===== src/rtl/issue_pkg.sv =====
// rtl/issue_pkg.sv - shared constants, entry layout and clamp helper for the issue queue
package issue_pkg;

  // Default pc / instruction width
  localparam int XLEN = 32;

  // Entry layout {pc, inst}: pc in the high field, inst in the low field
  localparam int ENTRY_W = 2 * XLEN;
  localparam int PC_LSB  = XLEN;
  localparam int INST_LSB = 0;

  // Clamp helper: smaller of two unsigned quantities
  function automatic int unsigned min_u(input int unsigned a, input int unsigned b);
    return (a < b) ? a : b;
  endfunction

endpackage


===== src/rtl/inst_issue_queue_lead_ones_cnt.sv =====
// rtl/inst_issue_queue_lead_ones_cnt.sv - counts the leading ones of a vector starting at bit 0
module lead_ones_cnt #(
  parameter int W = 2
) (
  input  logic [W-1:0]             i_vec,
  output logic [$clog2(W+1)-1:0]   o_cnt
);

  localparam int CW = $clog2(W + 1);

  logic w_run;

  // Count ones from bit 0 upward; the first zero stops the run
  always_comb begin
    o_cnt = '0;
    w_run = 1'b1;
    for (int i = 0; i < W; i++) begin
      w_run = w_run & i_vec[i];
      if (w_run) o_cnt = o_cnt + CW'(1);
    end
  end

endmodule


===== src/rtl/inst_issue_queue.sv =====
// rtl/inst_issue_queue.sv - circular fetch-to-issue buffer, IN_W lanes in, OUT_W lanes out, flushable
module inst_issue_queue #(
  parameter int DEPTH = 8,
  parameter int IN_W  = 2,
  parameter int OUT_W = 2,
  parameter int XLEN  = issue_pkg::XLEN
) (
  input  logic                         clk,
  input  logic                         rst,
  input  logic                         flush,
  input  logic [IN_W-1:0]              in_valid,
  input  logic [IN_W*XLEN-1:0]         in_pc,
  input  logic [IN_W*XLEN-1:0]         in_inst,
  output logic                         in_ready,
  output logic [OUT_W-1:0]             out_valid,
  output logic [OUT_W*XLEN-1:0]        out_pc,
  output logic [OUT_W*XLEN-1:0]        out_inst,
  input  logic [$clog2(OUT_W+1)-1:0]   out_take,
  output logic [$clog2(DEPTH+1)-1:0]   count
);

  import issue_pkg::*;

  localparam int PW = $clog2(DEPTH);
  localparam int CW = $clog2(DEPTH + 1);
  localparam int NW = $clog2(IN_W + 1);
  localparam int EW = 2 * XLEN;

  logic [EW-1:0] r_mem [DEPTH];
  logic [PW-1:0] r_head;
  logic [PW-1:0] r_tail;
  logic [CW-1:0] r_count;

  logic          w_in_ready;
  logic [NW-1:0] w_lead;
  logic [NW-1:0] w_n_in;
  logic [CW-1:0] w_n_out;
  logic [PW-1:0] w_widx [IN_W];

  lead_ones_cnt #(.W(IN_W)) u_lead (
    .i_vec (in_valid),
    .o_cnt (w_lead)
  );

  // Space check uses only the current occupancy; a same-cycle dequeue does not help
  assign w_in_ready = (int'(DEPTH) - int'(r_count)) >= IN_W;
  assign w_n_in     = w_in_ready ? w_lead : '0;
  assign w_n_out    = CW'(min_u(int'(out_take), int'(r_count)));

  assign in_ready = w_in_ready;
  assign count    = r_count;

  // Write slots for each lane, wrapping modulo DEPTH (power of two)
  always_comb begin
    for (int i = 0; i < IN_W; i++) begin
      w_widx[i] = r_tail + PW'(i);
    end
  end

  // Storage write; not cleared by reset/flush, only the pointers are
  always_ff @(posedge clk) begin
    if (!rst && !flush) begin
      for (int i = 0; i < IN_W; i++) begin
        if (NW'(i) < w_n_in) begin
          r_mem[w_widx[i]] <= {in_pc[i*XLEN +: XLEN], in_inst[i*XLEN +: XLEN]};
        end
      end
    end
  end

  // Pointer and occupancy update; reset first, then flush, then normal traffic
  always_ff @(posedge clk) begin
    if (rst || flush) begin
      r_head  <= '0;
      r_tail  <= '0;
      r_count <= '0;
    end else begin
      r_head  <= r_head + PW'(w_n_out);
      r_tail  <= r_tail + PW'(w_n_in);
      r_count <= r_count + CW'(w_n_in) - w_n_out;
    end
  end

  // Present the oldest OUT_W entries in order; invalid lanes read as zero
  always_comb begin
    logic [PW-1:0] ridx;
    out_valid = '0;
    out_pc    = '0;
    out_inst  = '0;
    ridx      = '0;
    for (int i = 0; i < OUT_W; i++) begin
      ridx = r_head + PW'(i);
      if (r_count > CW'(i)) begin
        out_valid[i]              = 1'b1;
        out_pc[i*XLEN +: XLEN]    = r_mem[ridx][EW-1:XLEN];
        out_inst[i*XLEN +: XLEN]  = r_mem[ridx][XLEN-1:0];
      end
    end
  end

endmodule


===== config.mk =====
export PLATFORM = sky130hd
export DESIGN_NAME = inst_issue_queue
export DESIGN_NICKNAME = d
export VERILOG_FILES = /design/src/rtl/issue_pkg.sv /design/src/rtl/inst_issue_queue_lead_ones_cnt.sv /design/src/rtl/inst_issue_queue.sv
export SDC_FILE = /design/constraint.sdc
export NUM_CORES = 1
export LEC_CHECK = 0
export CAP_MARGIN = 10
export CELL_PAD_IN_SITES_DETAIL_PLACEMENT = 0
export CELL_PAD_IN_SITES_GLOBAL_PLACEMENT = 1
export CORE_UTILIZATION = 40
export CTS_CLUSTER_DIAMETER = 60
export DETAILED_ROUTE_END_ITERATION = 12
export GPL_TIMING_DRIVEN = 0
export HOLD_SLACK_MARGIN = 0.12
export PLACE_DENSITY_LB_ADDON = 0.1
export SLEW_MARGIN = 5
export SYNTH_ARGS = -nofsm -noshare
export SYNTH_HDL_FRONTEND = slang
export SYNTH_SLANG_ARGS = --single-unit
export TNS_END_PERCENT = 20

===== constraint.sdc =====
create_clock -name clk -period 5.7 [get_ports clk]
set_input_delay 0.855 -clock clk [delete_from_list [all_inputs] [get_ports clk]]
set_output_delay 0.855 -clock clk [all_outputs]
set_load 0.1 [all_outputs]

# [Word level (Yosys, flattened, before mapping)]
# Memories as Yosys holds them, arrays and structs flattened. A register that Yosys moved wholly into a read port is not among the register bits.
# Cells that the tools add are included.
# Widths: inputs -> output; s select.
[word_totals] ff_bits=10 latchBits=0 ram_bits=512 rom_bits=0 in_bits=135 memories=1
[memory_table] memory="r_mem" depth=8 word_bits=64 rd=2 rd_clocked_by_memory_dff=1 write_ports=2 line="inst_issue_queue.sv:29" rtl="logic [EW-1:0] r_mem [DEPTH];"
[op_classes] addsub=8 n_mul=0 div=0 order_cmp=6 n_eq_ne=0 n_shift=0 mux=17 bitwise_logic=1 reduce_logical=4
[ops] cell="$mux 32" n=4
[ops] cell="$mux 1" n=9
[ops] cell="$gt 4x1->1 const B" n=2
[ops] cell="$add 3x1->3 const B" n=2
[ops] cell="$ge 5x3->1 const B" n=1
[ops] cell="$sub 4x4->5 const A" n=1
[ops] cell="$add 4x2->4" n=1
[ops] cell="$lt 1x2->1 const A" n=2
[ops] cell="$lt 2x4->1" n=1
[ops] cell="$mux 2" n=2
[ops] cell="$mux 4" n=1
[ops] cell="$sub 4x4->4" n=1
[ops] cell="$add 3x2->3" n=1
[ops] cell="$add 3x3->3" n=1
[ops] cell="$mux 3" n=1
[ops] cell="$add 2x1->2 const B" n=1
[ops] cell="$logic_not 1->1" n=2
[ops] cell="$and 1x1->1" n=1
[ops] cell="$logic_and 1x1->1" n=1
[ops] cell="$logic_or 1x1->1" n=1

# [Logic depth before layout (Yosys ltp)]
[logic_depth] ltp_word=8 ltp_mapped=14

# [Modules after synthesis]
# Synthesis repeated with hierarchy kept, for this count alone.
[unflattened] cells_unflattened=1877 area_unflattened_um2=30459.2
[by_module_without_submodules] mod="inst_issue_queue" instances=1 cells_each=1875 area_each_um2=30442.9 seq_area_each_um2=15574.9
[by_module_without_submodules] mod="lead_ones_cnt" instances=1 cells_each=2 area_each_um2=16.3 seq_area_each_um2=0.0

# [Worst setup path before layout]
# No wires, ideal clock.
[synth_timing] path_kind="register -> register" from="register r_count[1] (netlist: count[1])" to="memory r_mem[7][0] in the netlist's numbering, enable pin" setup_ps=507 t_arrival_ps=5651 required_ps=5193 slack_ps=-458 path_stages_with_launch=8 n_path_buf=1 period_less_slack_ps=6158 path_cell_list="dfxtp_1 inv_1 ha_1 nor2_1 a311oi_2 buf_4 o211ai_1 a21oi_1"
[synth_lines] element="start: declaration" line="inst_issue_queue.sv:32" rtl="logic [CW-1:0] r_count;"
[synth_lines] element="start signal: assignment" line="inst_issue_queue.sv:80" rtl="r_count <= r_count + CW'(w_n_in) - w_n_out;"
[synth_lines] element="end: declaration" line="inst_issue_queue.sv:29"

==> flow_summary.toml <==
[synth]
synth_area_per_cell_um2 = 16.4
synth.lib_cells_used.distinct = 48
synth-seq-area-share_pct = 50.4
netlist.area_leader.share_pct = 49.8
async_flop_share_pct = 0
synth_top_cells_by_count = "512 x edfxtp_1, 373 x mux2_2, 256 x mux4_2"
synthMostInstantiatedCell = "edfxtp_1"
synthesis.area_um2 = 30900
ys_seq_elements = 522
yosys-top-cells-area = "edfxtp_1 50%, mux4_2 19%, mux2_2 14%, mux2_1 2.9%, mux2_4 2.9%"
yosysWarnings = 0
netlist_instances = 1882
synth-main-ff-cell = "edfxtp_1"
synth_nets = 2038
synth_edf_count = 512
synth_top_area_cell = "edfxtp_1"

[route]
drt_pass1_iterations = 5
wl_per_cell_um = 30.8
route.final.wire_length_um = 102000
vias_per_cell = 5.92
vias_after_detailed_routing = 19700
drt_iter0_markers = 1626
drt_drc = 0
route.antenna.remaining_nets = 0

[sta]
timing.final.max_slew_violations = 0
period_minus_slack_ns = 5.60
final_hold_viol_count = 0
grt_setup_unrepaired = "no"
max_slew.worst_pin.slew_ns = 1.34
number_of_setup_violations_in_the_final_report = 0
fin_tns_setup_ns = 0
maxClockFrequency_mhz = 179
finalWorstSetupSlack_ns = 0.0986
final.setup_skew_ns = 0.0218
timing.slew.headroom_pct = 10.6
min_period_over_period_pct = 98.3

[worst_setup_path]
cp_cell_sequence = "clkbuf_1, clkbuf_1, clkbuf_1, mux2i_1, nor2_1, clkdlybuf4s50_1"
timing.setup.critical_path_class = "reg -> out"
critPathMostFrequentCell = "clkbuf_1"
critPathMaxStageDelay_ns = 1.21
crit_path_max_fanout = 10
end_kind = "output port"
arrival_ns = 4.75
critical_path_buf_inv_count = 4
critPathRequiredTime_ns = 4.85
cp_top_family = "buffers and inverters"
kind_of_start_point_of_the_critical_path = "flip-flop"
timing.critical_path.slowest_stage_cell = "clkdlybuf4s50_1"

[power]
report.power.total_uw = 20400
worst_ir_drop_vdd_v = 0.000745
cellLeakagePower_uw = 0.0124
power.density_cell_area_nw_per_um2 = 541

[final_layout]
num-fill-cells = 6528
drive_gt1_share_pct = 39.4
layout_nets = 2409
final_util_pct = 49.6
layout-area-overhead-vs-synth_pct = 22.3

[job]
max_cap_violations = 0

[place]
pre_cts_ws_ns = 0.389
routabilityCongestion = 0.771
portBuffers = 269
dp.final_hpwl_um = 67700

[floorplanning]
fp-row-count = 101
design.core.area_um2 = 76200
die_height_um = 280
die_width_um = 280
die_area_um2 = 78400
ios = 270
initial_utilization_pct = 40.6

[global_route]
grt_first_pass_wirelength_um = 147000
grt_usage_pct = 26.2
antenna_found_initial = 10
grt_overflow = 0
grt_pass1_vias = 20800
pin_count_of_the_biggest_net_entering_global_routing = 22

[clock_tree]
cts_inserted_buffers = 67
clock_tree.htree_level_count = 3
worst_skew_late_latency_ns = 0.60
clock_tree_from_tritoncts = "done"
clock_tree.buffer_depth = 3
worst_setup_hold_path_clk_slew_ns = 0.04
cts_hold_buffers = 0
clock_sinks = 522
cts_root_buf = "clkbuf_16"

[hold_path]
hold_path.class = "reg -> reg"

[status]
outcome = "finished clean"
-- stage by stage --
stage | instance area, um^2 | cells | hold slack [ns]
2_1_floorplan | 30900 | 1882 | 0.578
3_3_place_gp | 34900 | 3181 | 0.665
3_5_place_dp | 35700 | 3212 | 0.683
4_1_cts | 37700 | 3320 | 0.689
5_1_grt | 37800 | 3322 | 0.726
6_report | 37800 | 3323 | 0.690
-- registers in the layout, indices dropped and copies added (netlist names) --
register	count
r_tail	3
count	4
r_mem	512
r_head	3
-- final timing paths --
| check | startpoint | end | slack, ns | depth (start not counted) |
|---|---|---|---|---|
| min reg2reg | count[2] | r_head[2] | 0.69 | 2 |
| max reg2reg | count[0] | r_mem[5][41] | 1.74 | 12 |
| min | count[2] | r_head[2] | 0.69 | 2 |
| max | r_head[2] | out_inst[3] | 0.1 | 6 |
-- cells by family (layout without fill, tap and decap cells) --
logic type / count (synthesis) / after routing / share of synthesized area (%)
adder cells (fa/ha/maj): 21 / 21 / 0.923
flip-flops: 522 / 522 / 50.4
XOR/XNOR: 9 / 9 / 0.255
multiplexers: 833 / 833 / 40.2
buffers and inverters: 160 / 570 / 2.97
AO/OA/AOI/OAI: 91 / 91 / 1.94
AND/OR/NAND/NOR: 246 / 246 / 3.36
other: 0 / 1 / 0
-- layout by cell type (no fill, tap or decap), types with 8 or more instances in the layout --
master,n
buf_2,23
mux2_1,80
and2_1,8
buf_16,13
edfxtp_1,512
nand2_1,131
buf_4,26
clkbuf_1,71
buf_6,29
a21oi_1,66
mux4_2,256
mux2_2,373
clkdlybuf4s50_1,231
nor2_1,74
inv_1,11
ha_1,18
buf_1,16
dfxtp_1,10
dlymetal6s2s_1,8
buf_12,15
clkbuf_16,69
dlygate4sd2_1,28
mux2i_1,64
mux2_4,60
clkinv_1,11
bufinv_16,8
-- worst register-to-register path, cell delays in order, from the launching register on --
cell      delay [ns]
dfxtp_1         0.51
inv_1           0.15
ha_1            0.34
or3_1           0.35
o221a_2         0.28
buf_6           0.17
o211ai_1        0.76
buf_4           0.32
a21oi_4         0.11
buf_16          0.21
buf_16          0.17
buf_16          0.18
buf_16          0.17
-- timing repair --
item | in CTS | in global routing
buffers inserted | 0 | 0
gates resized for setup | 31 | 13
setup endpoints to repair | 34 | 10
cloned | 0 | 0
-- layout make-up --
| type | instances | area (um^2) | area share [%] |
|---|---|---|---|
| repair buffers | 302 | 3390 | 8.96 |
| diodes | 1 | 2.50 | 0.00662 |
| clock buffers | 83 | 1780 | 4.71 |
| multi-input cells | 1200 | 14500 | 38.4 |
| flip-flops and latches | 522 | 15600 | 41.2 |
| inverters | 11 | 41.3 | 0.109 |
| plain buffers | 149 | 885 | 2.34 |
| clock inverters | 25 | 330 | 0.874 |
| well taps | 1030 | 1290 | 3.41 |
-- where the power goes --
part | internal (uW) | total (uW) | switching (uW)
Combinational | 2990 | 11800 | 8820
Sequential | 4370 | 4450 | 81.6
Clock | 2560 | 4200 | 1640
-- per-layer routing --
metal	track usage, %	vias up	wire length [um]
met1	33.8	10400	41600
li1	-	8384	-
met2	44.8	730	51100
met4	8.29	14	2870
met5	0	-	88
met3	4.64	178	6630
No activity file was read; power rests on OpenSTA's default activity.
